$ cat src/rtl/serial_mag_comp8_pkg.sv
// Shared ALU compare definitions: slice width, flag triple and FSM states.
package serial_mag_comp8_pkg;

  localparam int SLICE_W = 2;

  // Greater / equal / less flag triple, exactly one-hot when meaningful.
  typedef struct packed {
    logic g;
    logic e;
    logic l;
  } cmp_flags_t;

  typedef enum logic [1:0] {
    ST_IDLE = 2'd0,
    ST_SCAN = 2'd1,
    ST_HOLD = 2'd2
  } cmp_state_t;

endpackage

$ cat src/rtl/serial_mag_comp8_cmp_slice2.sv
// Combinational 2-bit unsigned magnitude comparator.
module cmp_slice2
  import serial_mag_comp8_pkg::*;
(
  input  logic [SLICE_W-1:0] i_a,
  input  logic [SLICE_W-1:0] i_b,
  output cmp_flags_t         o_flags
);

  // Plain unsigned compare of one operand slice.
  always_comb begin
    o_flags.g = (i_a > i_b);
    o_flags.e = (i_a == i_b);
    o_flags.l = (i_a < i_b);
  end

endmodule

$ cat src/rtl/serial_mag_comp8.sv
// Iterative magnitude comparator: captures A/B, scans 2-bit slices MSB-first,
// and returns a one-hot G/E/L result over a valid/ready handshake.
// WIDTH must be even and >= 2.
module serial_mag_comp8
  import serial_mag_comp8_pkg::*;
#(
  parameter int WIDTH      = 8,
  parameter bit EARLY_EXIT = 1'b0
)
(
  input  logic             clk,
  input  logic             rst_n,
  input  logic             in_valid,
  output logic             in_ready,
  input  logic [WIDTH-1:0] A,
  input  logic [WIDTH-1:0] B,
  output logic             out_valid,
  input  logic             out_ready,
  output logic             G,
  output logic             E,
  output logic             L,
  output logic             busy
);

  localparam int N     = WIDTH / SLICE_W;
  localparam int IDX_W = (N > 1) ? $clog2(N) : 1;
  localparam logic [IDX_W-1:0] IDX_TOP = IDX_W'(N - 1);

  cmp_state_t       r_state;
  logic [WIDTH-1:0] r_a;
  logic [WIDTH-1:0] r_b;
  logic [IDX_W-1:0] r_idx;
  cmp_flags_t       r_run;
  logic             r_in_ready;
  logic             r_out_valid;
  logic             r_busy;
  logic             r_g;
  logic             r_e;
  logic             r_l;

  logic [SLICE_W-1:0] w_sa;
  logic [SLICE_W-1:0] w_sb;
  cmp_flags_t         w_slice;
  cmp_flags_t         w_nxt;
  logic               w_done;

  // Select the slice addressed by the index counter from the captured operands.
  always_comb begin
    w_sa = '0;
    w_sb = '0;
    for (int i = 0; i < N; i++) begin
      if (r_idx == IDX_W'(i)) begin
        w_sa = r_a[i*SLICE_W +: SLICE_W];
        w_sb = r_b[i*SLICE_W +: SLICE_W];
      end
    end
  end

  cmp_slice2 u_slice (
    .i_a     (w_sa),
    .i_b     (w_sb),
    .o_flags (w_slice)
  );

  // Fold the current slice into the running flags; once decided, MSB wins.
  always_comb begin
    w_nxt = r_run;
    if (r_run.e && !w_slice.e) begin
      w_nxt.e = 1'b0;
      w_nxt.g = w_slice.g;
      w_nxt.l = w_slice.l;
    end
    w_done = (r_idx == '0) || (EARLY_EXIT && !w_nxt.e);
  end

  // Control FSM with index counter, operand capture and registered outputs.
  always_ff @(posedge clk or negedge rst_n) begin
    if (!rst_n) begin
      r_state     <= ST_IDLE;
      r_a         <= '0;
      r_b         <= '0;
      r_idx       <= '0;
      r_run       <= '0;
      r_in_ready  <= 1'b1;
      r_out_valid <= 1'b0;
      r_busy      <= 1'b0;
      r_g         <= 1'b0;
      r_e         <= 1'b0;
      r_l         <= 1'b0;
    end else begin
      unique case (r_state)
        ST_IDLE: begin
          if (in_valid && r_in_ready) begin
            r_a        <= A;
            r_b        <= B;
            r_idx      <= IDX_TOP;
            r_run      <= '{g: 1'b0, e: 1'b1, l: 1'b0};
            r_in_ready <= 1'b0;
            r_busy     <= 1'b1;
            r_state    <= ST_SCAN;
          end
        end
        ST_SCAN: begin
          r_run <= w_nxt;
          if (w_done) begin
            r_g         <= w_nxt.g;
            r_e         <= w_nxt.e;
            r_l         <= w_nxt.l;
            r_out_valid <= 1'b1;
            r_busy      <= 1'b0;
            r_state     <= ST_HOLD;
          end else begin
            r_idx <= r_idx - 1'b1;
          end
        end
        ST_HOLD: begin
          if (out_ready) begin
            r_out_valid <= 1'b0;
            r_in_ready  <= 1'b1;
            r_state     <= ST_IDLE;
          end
        end
        default: begin
          r_state     <= ST_IDLE;
          r_in_ready  <= 1'b1;
          r_out_valid <= 1'b0;
          r_busy      <= 1'b0;
        end
      endcase
    end
  end

  assign in_ready  = r_in_ready;
  assign out_valid = r_out_valid;
  assign busy      = r_busy;
  assign G         = r_g;
  assign E         = r_e;
  assign L         = r_l;

endmodule
$ cat config.mk
export PLATFORM = sky130hd
export DESIGN_NAME = serial_mag_comp8
export DESIGN_NICKNAME = d
export VERILOG_FILES = /design/src/rtl/serial_mag_comp8_pkg.sv /design/src/rtl/serial_mag_comp8_cmp_slice2.sv /design/src/rtl/serial_mag_comp8.sv
export SDC_FILE = /design/constraint.sdc
export NUM_CORES = 1
export LEC_CHECK = 0
export ABC_AREA = 1
export BUFFER_PORTS_ARGS = -buffer_cell sky130_fd_sc_hd__buf_2
export CELL_PAD_IN_SITES_DETAIL_PLACEMENT = 1
export CELL_PAD_IN_SITES_GLOBAL_PLACEMENT = 1
export CORE_UTILIZATION = 39
export DETAILED_ROUTE_END_ITERATION = 12
export PLACE_DENSITY_LB_ADDON = 0.1
export SETUP_SLACK_MARGIN = 0.1
export SLEW_MARGIN = 20
export SYNTH_ARGS = -nofsm -noshare
export SYNTH_HDL_FRONTEND = slang
export SYNTH_SLANG_ARGS = --single-unit
$ cat constraint.sdc
create_clock -name clk -period 2.55 [get_ports clk]
set_input_delay 0.1275 -clock clk [delete_from_list [all_inputs] [get_ports clk]]
set_output_delay 0.1275 -clock clk [all_outputs]
set_load 0.01 [all_outputs]
==> impl_results.md <==
- Outcome: completed
- Fmax: about 0.46 GHz
- CTS root buffer: clkbuf_4
- Final worst-path cycle share: a little under nine tenths
- Hold Fails Final Rpt: 0
- Simple-gate share of the synthesized area: between 30% and 40%
- Initial Util: about 41%
- Slew headroom: between 50% and 60%
- Post-Synthesis Cells: ~180
- PwrDens: 1202 mW/mm^2
- #FFs+latches synth: 29
- Vias in the first global route: around 1,400
- Clk sinks: 29
- Syn Nets: ~210
- WHS Path Cells: 3
- Critical Path Stages: 12
- Sequential share of the synthesized area: approximately half
- Via count: approximately 1,300
- Worst Max-Slew Pin Slew: 650.3 ps
- H-tree level count: 2
- CP max FO: 5
- Layout cell share with drive strength beyond 1: 16.06%
- DP HPWL: roughly 2.5 mm
- CTS Buffer Depth: 2
- Final Max Slew Viols: 0
- Buffer and inverter count on the worst path: 2
- Syn. warnings: 0
- Post-Route Setup TNS: 0 ps
- Number of routed nets with antenna violations: 0
- Main combinational cell family by area after synthesis: simple AND/OR/NAND/NOR gates
- Post-CTS Setup Bufs: 0
- Layout fillers: 446
- Final wirelength: 3.473 mm
- Yosys cell types: 20
- Width of the die: around 62 um
- Die H: 62.21 um
- Total die area: 0.003870 mm^2
- Min-delay src: B[0]
- Max-Cap Viols: 0
- Sequential cell area: about 730 um^2
- FF-to-FF path depth: 12
- Via density: approximately 4.8
- Total GRT Usage: 20.68%
- Post-place instance area: roughly 0.0016 mm^2
- Reg-to-reg critical path endpoint: r_run[0]
- Initial antenna violation count: 0
- Syn avg cell area: slightly below 8 um^2
- Adder-Cell Fraction of Synth Area: 5.310%
- Reg-to-reg slack, setup: about 360 ps
- Total I/O pin count: 26
- Most frequent CP cell: nand2_1
- Req. time, crit path: ~2800 ps
- Hold crit path type: input pin to flip-flop
- DRT iter0 DRCs: 40
- Number of iterations in the first detailed-routing pass: 3
- CP max stage cell: dfrtp_1
- Max incr delay on CP: 420 ps
- Core area: 0.003416 mm^2
- Number of port buffers: 25
- Crit path DAT: 2460 ps
- Global-route wire length before repair: approximately 6.1 mm
- Setup violators final: 0
- Peak supply drop: ~0.38 mV
- Crit path cell chain: inv_1, ha_1, inv_1, o21ai_0, a21o_1, nand2_1, ha_1, nand2_1, nand2_1, o21ai_1, nand2_1, nand2_1
- Largest net degree at the start of global routing: 30
- Clk slew on worst S/H paths: roughly 90 ps
- Startpoint Class: flip-flop
- TritonCTS Buffers: 5
- CTS tree: built
- Cell Rows: 21
- GP Congestion: roughly 0.90
- Setup CP Type: flip-flop to flip-flop
- Post-synthesis mux area share: 0%
- Worst R2R Start: r_idx[0]
- Post-route minimum period: between 2000 and 2500 ps
- Total grt overflow: 0
- N_diodes: 0
- RSZ-0062 raised after global routing: no
- DR WL/cell: approximately 13 um
- Worst clock skew: 7.060 ps
- Final instance area: 0.001709 mm^2
- # DRC: 0
- Worst skew pair latency: about 320 ps
- Post-Syn Area: ~0.0014 mm^2
- Area delta synth->final: 20.89%
- CP top delay family: adder cells
- WHS Endpoint: r_b[0]
- Worst setup path start: r_idx[0]
- Area of the multi-input gates: 599.3 um^2
- Post-Synth XOR/XNOR Area: 0%
- Final #Nets: 243
- LEAKAGE: 0.9651 nW
- Synth Area in Compound Gates: between 7 and 8%
- Crit path capture type: flip-flop
[layout make-up]
type                    instances  area share, %
flip-flops and latches         29          42.53
multi-input cells             130          35.07
repair buffers                 34          12.45
inverters                      17          3.734
well taps                      46          3.367
clock buffers                   8          2.855
[flip-flops by register name, indices dropped and copies added, names as in the netlist]
name and cells:
r_idx 2, L 1, r_a 8, E 1, r_state 2, G 1, out_valid 1, busy 1
in_ready 1, r_b 8, r_run 3
[placed cells by master (no fill, tap or decap), drive strengths merged]
cell type,instances
o211ai,2
dfstp,1
dfrtp,28
nand2,88
nand4,1
inv,17
or2,2
nor3,1
a21o,1
nand3,7
a21oi,7
nand3b,1
ha,6
a22oi,1
dlygate4sd3,8
buf,26
clkbuf,8
o21ai,7
nor2,6
[how the worst max path moves through the flow]
stage / to
CTS: L
global route: r_run[0]
detailed placement: L
finish: r_run[0]
floorplan: L
global placement: r_run[0]
[tightest hold or removal path: cells and delay by family]
family,cells,cell delay (ps)
buffers and inverters,1,70
AND/OR/NAND/NOR,2,100
[Yosys cell counts]
| cell type | instances | area share, % |
|---|---|---|
| nand2_1 | 88 | 23 |
| dfrtp_1 | 28 | 50 |
| inv_1 | 17 | 4.5 |
| a21oi_1 | 7 | 2.5 |
| nand3_1 | 7 | 2.5 |
| ha_1 | 6 | 5.3 |
| nor2_1 | 6 | 1.6 |
| o21ai_0 | 6 | 2.1 |
| o211ai_1 | 2 | 1.1 |
| or2_2 | 2 | 0.88 |
| a21o_1 | 1 | 0.53 |
| a22oi_1 | 1 | 0.53 |
| buf_2 | 1 | 0.35 |
| buf_4 | 1 | 0.53 |
| buf_6 | 1 | 0.80 |
| dfstp_2 | 1 | 1.9 |
| nand3b_1 | 1 | 0.53 |
| nand4_1 | 1 | 0.44 |
| nor3_2 | 1 | 0.71 |
| o21ai_1 | 1 | 0.35 |
[stage by stage]
step	instances	power, mW	setup WS [ps]	util (%)	hold slack, ps
6_report	264	2.054	362.2	50.04	9.293
5_1_grt	264	2.273	123.5	50.04	17.87
4_1_cts	264	2.079	281.6	50.04	0.08357
3_5_place_dp	248	1.782	322.4	46.26	196.0
3_3_place_gp	248	1.705	490.6	46.26	177.8
2_1_floorplan	179	1.479	669.2	-	-168.1
[per-layer routing]
| layer | global-route usage (%) | up-vias | part of all wire [%] |
|---|---|---|---|
| met5 | 0 | - | 0 |
| li1 | - | 631 | - |
| met2 | 38.87 | 23 | 54 |
| met1 | 21.16 | 592 | 41 |
| met3 | 4.044 | 10 | 2.5 |
| met4 | 11.63 | 0 | 2.7 |
[where the power goes]
group / internal (mW) / total, mW / switching (mW)
clock network: 0.110 / 0.264 / 0.154
logic: 0.361 / 0.983 / 0.622
registers: 0.671 / 0.807 / 0.137
total: 1.14 / 2.05 / 0.913
[cells by family after synthesis]
| kind of cell | Yosys count |
|---|---|
| adder cells (fa/ha/maj) | 6 |
| buffers and inverters | 20 |
| AND/OR/NAND/NOR | 106 |
| AO/OA/AOI/OAI | 18 |
| flip-flops | 29 |
[repair_timing]
item / CTS / global route
gates resized for setup: 0 / 1
hold buffers: 8 / 0
hold endpoints to repair: 35 / 0
setup endpoints to repair: 0 / 2
Power figures use the tool's default switching activity.
